==> config.mk <==
export PLATFORM = sky130hd
export DESIGN_NAME = instr_word_rx
export DESIGN_NICKNAME = d
export VERILOG_FILES = /design/src/rtl/instr_rx_pkg.sv /design/src/rtl/uart_byte_rx.sv /design/src/rtl/instr_word_rx.sv
export SDC_FILE = /design/constraint.sdc
export NUM_CORES = 1
export LEC_CHECK = 0
export CAP_MARGIN = 25
export CORE_UTILIZATION = 55
export CTS_CLUSTER_DIAMETER = 120
export DETAILED_ROUTE_END_ITERATION = 8
export GPL_ROUTABILITY_DRIVEN = 0
export HOLD_SLACK_MARGIN = 0.1
export MAX_ROUTING_LAYER = met4
export PLACE_DENSITY = 0.76
export SLEW_MARGIN = 20
export SYNTH_ARGS = -nofsm -noshare
export SYNTH_HDL_FRONTEND = slang
export SYNTH_SLANG_ARGS = --single-unit
==> constraint.sdc <==
create_clock -name clk -period 4.1 [get_ports clk]
set_input_delay 0.82 -clock clk [delete_from_list [all_inputs] [get_ports clk]]
set_output_delay 0.82 -clock clk [all_outputs]
set_load 0.005 [all_outputs]
==> src/rtl/instr_rx_pkg.sv <==
// Shared definitions for the UART instruction-word receiver.
//   rx_state_e     : byte framing FSM state encoding (3 bits)
//   UART_DATA_BITS : data bits per UART character
//   width_for()    : ceil(log2(n)) with a floor of 1, for counter sizing
package instr_rx_pkg;

  localparam int UART_DATA_BITS = 8;

  typedef enum logic [2:0] {
    ST_IDLE   = 3'd0,
    ST_START  = 3'd1,
    ST_DATA   = 3'd2,
    ST_PARITY = 3'd3,
    ST_STOP   = 3'd4
  } rx_state_e;

  // Smallest w with 2**w >= n; never below 1 so zero-width vectors cannot appear.
  function automatic int width_for(input longint unsigned n);
    int w;
    w = 0;
    for (int i = 0; i < 63; i++) begin
      if ((64'd1 << i) < n) w = i + 1;
    end
    return (w < 1) ? 1 : w;
  endfunction

endpackage

==> src/rtl/uart_byte_rx.sv <==
// UART byte framer: 2-flop synchronizer, framing FSM, optional parity check.
// Ports:
//   clk, rst_n      : clock, synchronous active-low reset
//   i_rx_serial     : asynchronous UART line, idle high
//   o_byte_valid    : one-cycle pulse, o_byte holds a good character
//   o_byte          : received character (first bit received in bit 0)
//   o_frame_err     : one-cycle pulse, stop bit sampled low
//   o_parity_err    : one-cycle pulse, parity mismatch with a good stop bit
//   o_state         : current FSM state (debug visibility)
module uart_byte_rx
  import instr_rx_pkg::*;
#(
  parameter int CLKS_PER_BIT = 217,
  parameter bit PARITY_EN    = 1'b0,
  parameter bit PARITY_ODD   = 1'b0
) (
  input  logic                      clk,
  input  logic                      rst_n,
  input  logic                      i_rx_serial,
  output logic                      o_byte_valid,
  output logic [UART_DATA_BITS-1:0] o_byte,
  output logic                      o_frame_err,
  output logic                      o_parity_err,
  output rx_state_e                 o_state
);

  localparam int              CNT_W   = width_for(longint'(CLKS_PER_BIT));
  localparam logic [CNT_W-1:0] MID_CNT = CNT_W'((CLKS_PER_BIT - 1) / 2);
  localparam logic [CNT_W-1:0] BIT_END = CNT_W'(CLKS_PER_BIT - 1);

  logic                      r_sync1;
  logic                      r_sync2;
  rx_state_e                 r_state;
  logic [CNT_W-1:0]          r_clk_cnt;
  logic [2:0]                r_bit_idx;
  logic [UART_DATA_BITS-1:0] r_shift;
  logic                      r_par_bad;
  logic                      r_byte_valid;
  logic                      r_frame_err;
  logic                      r_parity_err;

  always_ff @(posedge clk) begin
    if (!rst_n) begin
      r_sync1      <= 1'b1;
      r_sync2      <= 1'b1;
      r_state      <= ST_IDLE;
      r_clk_cnt    <= '0;
      r_bit_idx    <= '0;
      r_shift      <= '0;
      r_par_bad    <= 1'b0;
      r_byte_valid <= 1'b0;
      r_frame_err  <= 1'b0;
      r_parity_err <= 1'b0;
    end else begin
      r_sync1      <= i_rx_serial;
      r_sync2      <= r_sync1;
      r_byte_valid <= 1'b0;
      r_frame_err  <= 1'b0;
      r_parity_err <= 1'b0;
      case (r_state)
        ST_IDLE: begin
          r_clk_cnt <= '0;
          r_bit_idx <= '0;
          r_par_bad <= 1'b0;
          if (!r_sync2) r_state <= ST_START;
        end
        ST_START: begin
          // Re-check the line at half a bit: a high line here was only a glitch.
          if (r_clk_cnt == MID_CNT) begin
            r_clk_cnt <= '0;
            r_state   <= r_sync2 ? ST_IDLE : ST_DATA;
          end else begin
            r_clk_cnt <= r_clk_cnt + 1'b1;
          end
        end
        ST_DATA: begin
          if (r_clk_cnt == BIT_END) begin
            r_clk_cnt <= '0;
            // Shift in from the top so the first bit ends up in bit 0.
            r_shift   <= {r_sync2, r_shift[UART_DATA_BITS-1:1]};
            r_bit_idx <= r_bit_idx + 1'b1;
            if (r_bit_idx == 3'd7) r_state <= PARITY_EN ? ST_PARITY : ST_STOP;
          end else begin
            r_clk_cnt <= r_clk_cnt + 1'b1;
          end
        end
        ST_PARITY: begin
          if (r_clk_cnt == BIT_END) begin
            r_clk_cnt <= '0;
            r_par_bad <= (r_sync2 != ((^r_shift) ^ PARITY_ODD));
            r_state   <= ST_STOP;
          end else begin
            r_clk_cnt <= r_clk_cnt + 1'b1;
          end
        end
        ST_STOP: begin
          if (r_clk_cnt == BIT_END) begin
            r_clk_cnt <= '0;
            r_state   <= ST_IDLE;
            // A framing error outranks a parity error on the same character.
            if (!r_sync2)       r_frame_err  <= 1'b1;
            else if (r_par_bad) r_parity_err <= 1'b1;
            else                r_byte_valid <= 1'b1;
          end else begin
            r_clk_cnt <= r_clk_cnt + 1'b1;
          end
        end
        default: r_state <= ST_IDLE;
      endcase
    end
  end

  assign o_byte_valid = r_byte_valid;
  assign o_byte       = r_shift;
  assign o_frame_err  = r_frame_err;
  assign o_parity_err = r_parity_err;
  assign o_state      = r_state;

endmodule

==> src/rtl/instr_word_rx.sv <==
// Instruction-word receiver: assembles BYTES_PER_WORD UART characters into one
// word and presents it through a single holding register.
// Handshake: a word transfers on any cycle where o_word_valid and i_word_ready
// are both high; o_word is held stable while o_word_valid is high and not taken.
// Ports:
//   clk, rst_n     : clock, synchronous active-low reset
//   i_rx_serial    : asynchronous UART line, idle high
//   o_word_valid   : o_word holds a complete word
//   i_word_ready   : consumer accepts o_word
//   o_word         : received word, first byte in bits [7:0]
//   o_frame_err    : one-cycle pulse, stop bit low
//   o_parity_err   : one-cycle pulse, parity mismatch
//   o_timeout      : one-cycle pulse, partial word dropped after inter-byte gap
//   o_overrun      : one-cycle pulse, completed word dropped (holding reg full)
module instr_word_rx
  import instr_rx_pkg::*;
#(
  parameter int CLKS_PER_BIT   = 217,
  parameter int BYTES_PER_WORD = 2,
  parameter bit PARITY_EN      = 1'b0,
  parameter bit PARITY_ODD     = 1'b0,
  parameter int TIMEOUT_BITS   = 20
) (
  input  logic                          clk,
  input  logic                          rst_n,
  input  logic                          i_rx_serial,
  output logic                          o_word_valid,
  input  logic                          i_word_ready,
  output logic [8*BYTES_PER_WORD-1:0]   o_word,
  output logic                          o_frame_err,
  output logic                          o_parity_err,
  output logic                          o_timeout,
  output logic                          o_overrun
);

  localparam int               WORD_W   = UART_DATA_BITS * BYTES_PER_WORD;
  localparam int               IDX_W    = width_for(longint'(BYTES_PER_WORD));
  localparam logic [IDX_W-1:0] LAST_IDX = IDX_W'(BYTES_PER_WORD - 1);
  localparam longint unsigned  TO_LIMIT = longint'(TIMEOUT_BITS) * longint'(CLKS_PER_BIT);

  logic                      w_byte_valid;
  logic [UART_DATA_BITS-1:0] w_byte;
  logic                      w_frame_err;
  logic                      w_parity_err;
  rx_state_e                 w_state;
  logic                      w_last;
  logic                      w_to_hit;
  logic [WORD_W-1:0]         w_word;

  logic [IDX_W-1:0]          r_byte_idx;
  logic [WORD_W-1:0]         r_asm;
  logic [WORD_W-1:0]         r_word;
  logic                      r_valid;
  logic                      r_timeout;
  logic                      r_overrun;

  uart_byte_rx #(
    .CLKS_PER_BIT (CLKS_PER_BIT),
    .PARITY_EN    (PARITY_EN),
    .PARITY_ODD   (PARITY_ODD)
  ) u_byte_rx (
    .clk          (clk),
    .rst_n        (rst_n),
    .i_rx_serial  (i_rx_serial),
    .o_byte_valid (w_byte_valid),
    .o_byte       (w_byte),
    .o_frame_err  (w_frame_err),
    .o_parity_err (w_parity_err),
    .o_state      (w_state)
  );

  assign w_last = w_byte_valid && (r_byte_idx == LAST_IDX);

  // Complete word as it would look with the incoming byte merged into its slot.
  always_comb begin
    w_word = r_asm;
    w_word[{r_byte_idx, 3'b000} +: UART_DATA_BITS] = w_byte;
  end

  generate
    if (TIMEOUT_BITS > 0) begin : g_timeout
      localparam int            TO_W   = width_for(TO_LIMIT + 1);
      localparam logic [TO_W-1:0] TO_END = TO_W'(TO_LIMIT - 1);
      logic [TO_W-1:0] r_to_cnt;

      // Only idle time inside a partially received word counts.
      assign w_to_hit = (w_state == ST_IDLE) && (r_byte_idx != '0) && (r_to_cnt == TO_END);

      always_ff @(posedge clk) begin
        if (!rst_n) begin
          r_to_cnt <= '0;
        end else if ((w_state != ST_IDLE) || (r_byte_idx == '0) || w_to_hit) begin
          r_to_cnt <= '0;
        end else begin
          r_to_cnt <= r_to_cnt + 1'b1;
        end
      end
    end else begin : g_no_timeout
      assign w_to_hit = 1'b0;
    end
  endgenerate

  always_ff @(posedge clk) begin
    if (!rst_n) begin
      r_byte_idx <= '0;
      r_asm      <= '0;
      r_word     <= '0;
      r_valid    <= 1'b0;
      r_timeout  <= 1'b0;
      r_overrun  <= 1'b0;
    end else begin
      r_timeout <= 1'b0;
      r_overrun <= 1'b0;

      // Word assembly: any bad character throws away the whole partial word.
      if (w_frame_err || w_parity_err) begin
        r_byte_idx <= '0;
        r_asm      <= '0;
      end else if (w_byte_valid) begin
        if (w_last) begin
          r_byte_idx <= '0;
          r_asm      <= '0;
        end else begin
          r_asm[{r_byte_idx, 3'b000} +: UART_DATA_BITS] <= w_byte;
          r_byte_idx <= r_byte_idx + 1'b1;
        end
      end else if (w_to_hit) begin
        r_byte_idx <= '0;
        r_asm      <= '0;
        r_timeout  <= 1'b1;
      end

      // Holding register: a same-cycle transfer frees the slot for the new word.
      if (w_last) begin
        if (!r_valid || i_word_ready) begin
          r_word  <= w_word;
          r_valid <= 1'b1;
        end else begin
          r_overrun <= 1'b1;
        end
      end else if (r_valid && i_word_ready) begin
        r_valid <= 1'b0;
      end
    end
  end

  assign o_word       = r_word;
  assign o_word_valid = r_valid;
  assign o_frame_err  = w_frame_err;
  assign o_parity_err = w_parity_err;
  assign o_timeout    = r_timeout;
  assign o_overrun    = r_overrun;

endmodule

-- After elaboration in Yosys (flattened, before gate mapping)
Cells that the tools add are included.
- input port bits: 4
- output and inout port bits: 21
- register bits after elaboration: 77
- logic and storage cells: 102
- muxes and demuxes: 30
- shifts and indexed selects: 2
- bitwise operators: 2
- $add $sub $neg: 5
- equality and inequality tests: 16
- reductions and logical operators: 30
- operators by type and width (cell ; number):
    two-way mux 16 bit ; 3
    case mux 8 bit (3 select lines) ; 1
    two-way mux 3 bit ; 7
    bitwise mux 16 bit ; 1
    two-way mux 8 bit ; 2
    variable shift 8 x 6 -> 16 bit (first input constant) ; 1
    variable part select 8 x 6 -> 16 bit ; 1
    case mux 3 bit (5 select lines) ; 1
    adder 13 x 1 -> 13 bit (second input constant) ; 1
    == test 13 bit (second input constant) ; 1
    two-way mux 1 bit ; 12
    inequality test 2 x 1 -> 1 bit (second input constant) ; 6
    AND reduction 2 bit ; 6
    adder 8 x 1 -> 8 bit (second input constant) ; 1
    == test 8 x 7 -> 1 bit (second input constant) ; 1
    == test 8 bit (second input constant) ; 1
    nonzero test 2 bit ; 4
    XOR reduction 8 bit ; 1
    == test 3 x 2 -> 1 bit (second input constant) ; 2
    == test 3 bit (second input constant) ; 2
    negation 4 -> 6 bit ; 1
    case mux 3 bit (2 select lines) ; 1
    AND reduction 6 bit ; 1
    nonzero test 3 bit ; 2
    16 further kinds ; 25

-- Logic depth before layout (Yosys ltp)
Gate-level depths: netlist (run 1).
- depth in word-level cells: 5
- gate-level depth with buffers: 7
- depth with buffers taken out: 6

-- Modules after synthesis
A second synthesis (run 1) with hierarchy kept.
- cell total of the unflattened synthesis: 325
- area, all modules: 3144.3 µm²
- modules (own cells, without submodules) (module ; cells an instance ; instances ; area an instance (µm²) ; seq. area each (µm²)):
    instr_word_rx ; 167 ; 1 ; 1630.3 ; 820.8
    uart_byte_rx ; 158 ; 1 ; 1514.0 ; 560.5

-- Worst setup path after synthesis (run 1)
Ideal clock, no wire load.
- path kind: input-to-reg
- start: input rst_n
- end: register r_timeout (netlist: o_timeout)
- setup time: 78 ps
- path buffers: 2
- stages: 5
- required time: 4022 ps
- path slack: 2337 ps
- data arrival time: 1685 ps
- cells stage by stage: buf_4 > inv_2 > or3_1 > clkbuf_1 > nor3_1
- word-level cells in the longest chain between the ends: 2
- RTL lines (element ; RTL line ; text):
    from (decl) ; instr_word_rx.sv:25 ; input logic rst_n,
    NOT 1 bit (no line) ; -- ;
    OR reduction 3 bit (no line) ; -- ;
    to (signal assigned) ; instr_word_rx.sv:109 ; r_timeout <= 1'b0;
    to (signal assigned) ; instr_word_rx.sv:112 ; r_timeout <= 1'b0;
    to (signal assigned) ; instr_word_rx.sv:130 ; r_timeout <= 1'b1;
    to (decl) ; instr_word_rx.sv:54 ; logic r_timeout;
No other way between the ends.
A chain may end at the register's enable or synchronous reset.

-- Worst setup path in the final report (run 1)
Same ends and word-level chain as after synthesis.

==> results of run 1 <==
-- flip-flops by register name, summed over array words and instances (netlist names), 3 cells and up --
register,cells
r_asm,8
u_byte_rx.r_bit_idx,3
u_byte_rx.o_state,3
u_byte_rx.r_clk_cnt,8
g_timeout.r_to_cnt,13
o_word,16
u_byte_rx.o_byte,8
-- where the power goes --
part           total [W]  switching (W)  internal, W
Sequential      0.000676     0.00000398     0.000672
Clock           0.000572       0.000242     0.000330
Combinational  0.0000273      0.0000173   0.00000995
Total            0.00128       0.000263      0.00101
-- per-stage QoR --
step,utilization (%),power (W),setup WS [ns],cell area [um^2]
after floorplan,-,0.000714,2.34,3050
after global placement,62.6,0.000718,1.43,3280
after detailed placement,62.6,0.000719,1.37,3280
after CTS,66.7,0.00129,1.72,3490
after global routing,66.8,0.00133,1.62,3500
final,66.8,0.00128,1.74,3500
-- path summary, 6_finish.rpt --
kind	endpoint	slack, ns	depth (start not counted)
setup / recovery	o_timeout$_SDFF_PP0_	1.74	4
setup reg to reg	u_byte_rx.r_clk_cnt[5]$_SDFFE_PN0P_	1.88	6
hold reg to reg	u_byte_rx.r_sync2$_SDFF_PN1_	0.41	1
hold / removal	u_byte_rx.r_sync2$_SDFF_PN1_	0.41	1
-- cell families after synthesis --
family,share of synthesized area [%]
AOI/OAI and AO/OA,14.3
adders and majority gates,2.05
and+or+nand+nor,25.6
muxes,2.95
xor gates and xnor gates,5.53
buffers and inverters,4.30
DFF,45.2
-- synthesized netlist by cell type, drive strengths merged, types with 2 or more instances --
master / n / area share, %
or3: 2 / 0.41
nand4b: 2 / 1.1
ha: 5 / 2.0
o21a: 2 / 0.49
dfxtp: 69 / 45
xnor2: 7 / 2.0
nor4b: 4 / 2.0
and4: 5 / 1.4
o31a: 2 / 0.57
mux2i: 9 / 3.0
and3: 2 / 0.41
o221a: 2 / 0.74
nor2: 38 / 4.7
xor2: 7 / 2.0
nor3: 7 / 1.1
a21oi: 28 / 4.6
nand2b: 8 / 1.6
buf: 10 / 2.5
clkbuf: 7 / 0.86
nand2: 46 / 5.7
nand3: 10 / 1.6
a21boi: 3 / 0.74
and2: 2 / 0.41
o31ai: 3 / 0.90
nand4: 5 / 1.0
a41oi: 2 / 0.82
o21ai: 4 / 0.66
a22o: 3 / 0.86
nor3b: 5 / 1.9
nand3b: 4 / 1.1
a22oi: 8 / 2.0
nor2b: 3 / 0.61
inv: 8 / 0.98
-- routing by layer --
metal  routed length, um  share of wire [%]  vias up  global-route usage, %
li1                    -                  -     1203                      -
met1                2880                 49     1122                   29.9
met2                2660                 46       56                   33.4
met3                 225                3.9        9                   7.19
met4                  63                1.1        0                   6.92
met5                   0                  0        -                      -
-- layout make-up --
class                   count  area (um^2)
fillers                   433         1740
multi-input cells         238         1540
flip-flops and latches     69         1380
repair buffers             25          248
clock buffers              13          169
well taps                  70         87.6
clock inverters             3         42.5
inverters                   8         30.0
-- cells in the final DEF, fill, tap and decap left out, types with 2 or more instances in the layout --
master,Yosys,final
dfxtp_1,69,69
nand2_1,46,46
nor2_1,38,38
a21oi_1,28,28
clkdlybuf4s50_1,0,24
clkbuf_8,0,12
nand3_1,10,10
mux2i_1,9,9
nand2b_1,8,8
a22oi_1,8,8
nor3_1,7,7
xor2_1,7,7
xnor2_1,7,7
inv_1,6,6
and4_1,5,5
nand4_1,5,5
ha_1,5,5
o21ai_0,4,4
nor3b_2,4,4
nand3b_1,3,3
nor2b_1,3,3
a22o_1,3,3
nor4b_2,2,2
inv_2,2,2
or3_1,2,2
and3_1,2,2
and2_1,2,2
o31a_1,2,2
o31ai_1,2,2
o21a_1,2,2
a21boi_0,2,2
o221a_1,2,2
==> flow_metrics.env, run 1 <==
export IMPL_synth_fp_nets=341
export IMPL_skew_ns=0.00868
export IMPL_synthToLayoutAreaGrowth_pct=14.6
export IMPL_syn_inst=332
export IMPL_die_area_mm2=0.00585
export IMPL_dp_cells=409
export IMPL_hold_viol_final=0
export IMPL_crit_buf_inv=2
export IMPL_synth_distinct_cells=55
export IMPL_cts_sinks=69
export IMPL_synth_area_mm2=0.00305
export IMPL_max_vdd_ir_drop_mv=0.234
export IMPL_root_buffer="clkbuf_8"
export IMPL_synth_main_ff_cell="dfxtp_1"
export IMPL_worst_slew_pin_slew_ns=0.979
export IMPL_finalCriticalPeriod_ns=2.36
export IMPL_vias=2390
export IMPL_slowest_stage="clkdlybuf4s50_1"
export IMPL_clock_path_buffers=2
export IMPL_drt_first_pass_iters=4
export IMPL_drv_slew=0
export IMPL_final_cells=426
export IMPL_grt_pass1_vias=2183
export IMPL_tns_ns=0
export IMPL_cp_end_kind="flop"
export IMPL_fin_crit_sh_pct=57.5
export IMPL_ios=25
export IMPL_fmax_mhz=424
export IMPL_drc=0
export IMPL_critPathMaxStageDelay_ns=0.69
export IMPL_clkLatencyLatePin_ns=0.34
export IMPL_drtIter0Drc=140
export IMPL_grt_pass1_wl_um=10300
export IMPL_holdBufCountCts=0
export IMPL_nets=360
export IMPL_ctsResizeCount=0
export IMPL_rows=26
export IMPL_crit_fanout=37
export IMPL_dp_hpwl_um=3850
export IMPL_avgSynthCellArea_um2=9.20
export IMPL_grt_overflow=0
export IMPL_leakage_nw=1.14
export IMPL_cts_buffers_inserted=9
export IMPL_worstSetupPathType="primary input to flop"
export IMPL_cts_clk_slew_worst_paths_ns=0.07
export IMPL_worst_ep_required_time_ns=4.36
export IMPL_crit_start="rst_n"
export IMPL_maxSlewHeadroom_pct=34.4
export IMPL_synth_seq_cells=69
export IMPL_yosysSeqAreaShare_pct=45.2
export IMPL_n_antenna_cell=0
export IMPL_holdWs_ns=0.407
export IMPL_timing_rr_start="u_byte_rx.r_clk_cnt[0]$_SDFFE_PN0P_"
export IMPL_ys_warnings_count=0
export IMPL_drive_gt1_share_pct=8.43
export IMPL_wl_um=5830
export IMPL_async_flop_share_pct=0
export IMPL_path_cells="clkdlybuf4s50_1 > inv_2 > or3_1 > nor3_1"
export IMPL_die_h_um=76.5
export IMPL_power_density_mw_per_mm2=365
export IMPL_wl_per_cell_um=13.7
export IMPL_hold_class="flop to flop"
export IMPL_synth_edf_count=0
export IMPL_vias_per_cell=5.61
export IMPL_cts_tree="done"
export IMPL_postCtsSetupRepairBufs=0
export IMPL_start_util_pct=58.3
export IMPL_cap_violations=0
export IMPL_hp_start="u_byte_rx.r_sync1$_SDFF_PN1_"
export IMPL_io_buffers=24
export IMPL_grt_max_degree=38
export IMPL_htree_levels=3
export IMPL_grt_use_total_pct=22.8
export IMPL_core_area_mm2=0.00524
export IMPL_cp_top_family="buffers and inverters"
export IMPL_setup_viol=0
export IMPL_rsz0062_at_grt="no"
export IMPL_antenna_found_initial=0
export IMPL_cp_arrival_ns=2.62
export IMPL_status="finished clean"
export IMPL_die_x_um=76.5
export IMPL_ant_nets=0
export IMPL_cp_start_kind="primary input"
No activity file was read; power rests on OpenSTA's default activity.
==> run 2, diff against run 1 <==
--- a/config.mk
+++ b/config.mk
@@ -6,13 +6,13 @@
 export NUM_CORES = 1
 export LEC_CHECK = 0
 export CAP_MARGIN = 25
-export CORE_UTILIZATION = 55
+export CORE_UTILIZATION = 51
 export CTS_CLUSTER_DIAMETER = 120
 export DETAILED_ROUTE_END_ITERATION = 8
 export GPL_ROUTABILITY_DRIVEN = 0
 export HOLD_SLACK_MARGIN = 0.1
 export MAX_ROUTING_LAYER = met4
-export PLACE_DENSITY = 0.76
+export PLACE_DENSITY = 0.74
 export SLEW_MARGIN = 20
 export SYNTH_ARGS = -nofsm -noshare
 export SYNTH_HDL_FRONTEND = slang
==> constraint.sdc (replaced) <==
create_clock -name clk -period 2 [get_ports clk]
set_input_delay 0.4 -clock clk [delete_from_list [all_inputs] [get_ports clk]]
set_output_delay 0.4 -clock clk [all_outputs]
set_load 0.005 [all_outputs]
==> flow_metrics.env, run 2 (synthesis results as in run 1) <==
export IMPL_status="finished clean"
export IMPL_crit_start="u_byte_rx.r_clk_cnt[0]$_SDFFE_PN0P_"
export IMPL_clkLatencyLatePin_ns=0.34
export IMPL_clock_path_buffers=2
export IMPL_holdBufCountCts=0
export IMPL_ios=25
export IMPL_cp_start_kind="flop"
export IMPL_n_antenna_cell=0
export IMPL_io_buffers=24
export IMPL_fmax_mhz=556
export IMPL_largest_reg_flops=16
export IMPL_htree_levels=3
export IMPL_fill_cells=486
export IMPL_cts_sinks=69
export IMPL_hold_class="flop to flop"
export IMPL_skew_ns=0.0103
export IMPL_vias=2368
export IMPL_crit_fanout=17
export IMPL_drt_first_pass_iters=4
export IMPL_cts_buffers_inserted=9
export IMPL_timing_rr_start="u_byte_rx.r_clk_cnt[0]$_SDFFE_PN0P_"
export IMPL_postCtsSetupRepairBufs=0
export IMPL_cts_tree="done"
export IMPL_grt_use_total_pct=21.3
export IMPL_worst_slew_pin_slew_ns=0.559
export IMPL_drv_slew=0
export IMPL_die_x_um=79.4
export IMPL_post_place_ws_ns=0.206
export IMPL_drtIter0Drc=93
export IMPL_die_area_mm2=0.00630
export IMPL_grt_overflow=0
export IMPL_power_density_mw_per_mm2=725
export IMPL_hold_viol_final=0
export IMPL_max_vdd_ir_drop_mv=0.509
export IMPL_ant_nets=0
export IMPL_worstSetupPathType="flop to flop"
export IMPL_nets=368
export IMPL_start_util_pct=54.1
export IMPL_r2r_slack_ns=0.20
export IMPL_cp_end_kind="flop"
export IMPL_worst_ep_required_time_ns=2.23
export IMPL_leakage_nw=1.17
export IMPL_drive_gt1_share_pct=10.7
export IMPL_reg2reg_depth=6
export IMPL_grt_pass1_wl_um=10100
export IMPL_wl_um=5790
export IMPL_cts_clk_slew_worst_paths_ns=0.08
export IMPL_rows=27
export IMPL_rsz0062_at_grt="no"
export IMPL_synthToLayoutAreaGrowth_pct=16.2
export IMPL_finalCriticalPeriod_ns=1.80
export IMPL_tns_ns=0
export IMPL_reg2reg_to="u_byte_rx.r_clk_cnt[5]$_SDFFE_PN0P_"
export IMPL_dp_hpwl_um=3950
export IMPL_die_h_um=79.4
export IMPL_crit_end="u_byte_rx.r_clk_cnt[5]$_SDFFE_PN0P_"
export IMPL_root_buffer="clkbuf_8"
export IMPL_fin_ws_ns=0.202
export IMPL_final_cell_mix="dfxtp_1, nand2_1, nor2_1"
export IMPL_grt_max_degree=37
export IMPL_core_area_mm2=0.00564
export IMPL_maxSlewHeadroom_pct=62.6
export IMPL_ctsResizeCount=0
export IMPL_grt_pass1_vias=2179
export IMPL_drc=0
export IMPL_final_common_cell="dfxtp_1"
export IMPL_wl_per_cell_um=13.3
export IMPL_fin_crit_sh_pct=89.9
export IMPL_vias_per_cell=5.43
export IMPL_cp_arrival_ns=2.03
export IMPL_antenna_found_initial=0
export IMPL_setup_viol=0
export IMPL_cap_violations=0
## run 2: final cells by class
type / count / area, um^2 / area share (%)
tap: 72 / 90.1 / 2.54
clock buffer: 9 / 124 / 3.49
sequential: 69 / 1380 / 38.9
clock inverter: 7 / 73.8 / 2.08
multi-input combinational: 238 / 1540 / 43.4
timing repair buffer: 33 / 308 / 8.68
inverter: 8 / 30.0 / 0.847
## run 2: how the worst min path moves through the flow
stage	cells after the start	start	endpoint	slack, ns
finish	1	u_byte_rx.r_sync1$_SDFF_PN1_	u_byte_rx.r_sync2$_SDFF_PN1_	0.43
global route	1	u_byte_rx.r_sync1$_SDFF_PN1_	u_byte_rx.r_sync2$_SDFF_PN1_	0.47
CTS	1	u_byte_rx.r_sync1$_SDFF_PN1_	u_byte_rx.r_sync2$_SDFF_PN1_	0.43
detailed placement	1	u_byte_rx.r_sync1$_SDFF_PN1_	u_byte_rx.r_sync2$_SDFF_PN1_	0.40
global placement	1	u_byte_rx.r_sync1$_SDFF_PN1_	u_byte_rx.r_sync2$_SDFF_PN1_	0.40
floorplan	1	u_byte_rx.r_sync1$_SDFF_PN1_	u_byte_rx.r_sync2$_SDFF_PN1_	0.39
## run 2: through the flow
| stage | total power, W | util (%) | std cells | cell area [um^2] | hold slack, ns |
|---|---|---|---|---|---|
| 2_1_floorplan | 0.00146 | - | 332 | 3050 | 0.386 |
| 3_3_place_gp | 0.00148 | 59.4 | 420 | 3350 | 0.402 |
| 3_5_place_dp | 0.00148 | 59.4 | 420 | 3350 | 0.403 |
| 4_1_cts | 0.00261 | 62.9 | 436 | 3550 | 0.433 |
| 5_1_grt | 0.00268 | 62.9 | 436 | 3550 | 0.472 |
| 6_report | 0.00257 | 62.9 | 436 | 3550 | 0.430 |
## run 2: power breakdown
group / switching (W) / total [W] / internal [W]
registers: 0.00000838 / 0.00139 / 0.00138
clock network: 0.000542 / 0.00112 / 0.000580
logic: 0.0000381 / 0.0000640 / 0.0000259
total: 0.000588 / 0.00257 / 0.00198
## run 2: routing by layer
layer,vias to the layer above,global-route usage (%),wire length (um)
li1,1218,-,-
met1,1106,27.9,2850
met2,40,31.2,2730
met3,4,5.49,175
met4,0,8.55,31
met5,-,-,0
## run 2: worst max-delay path, cell delays in order, from the launching register on
cell,delay [ns]
dfxtp_1,0.34
inv_1,0.11
ha_1,0.23
nand4b_4,0.18
o22ai_4,0.41
a211oi_1,0.14
o31a_1,0.29
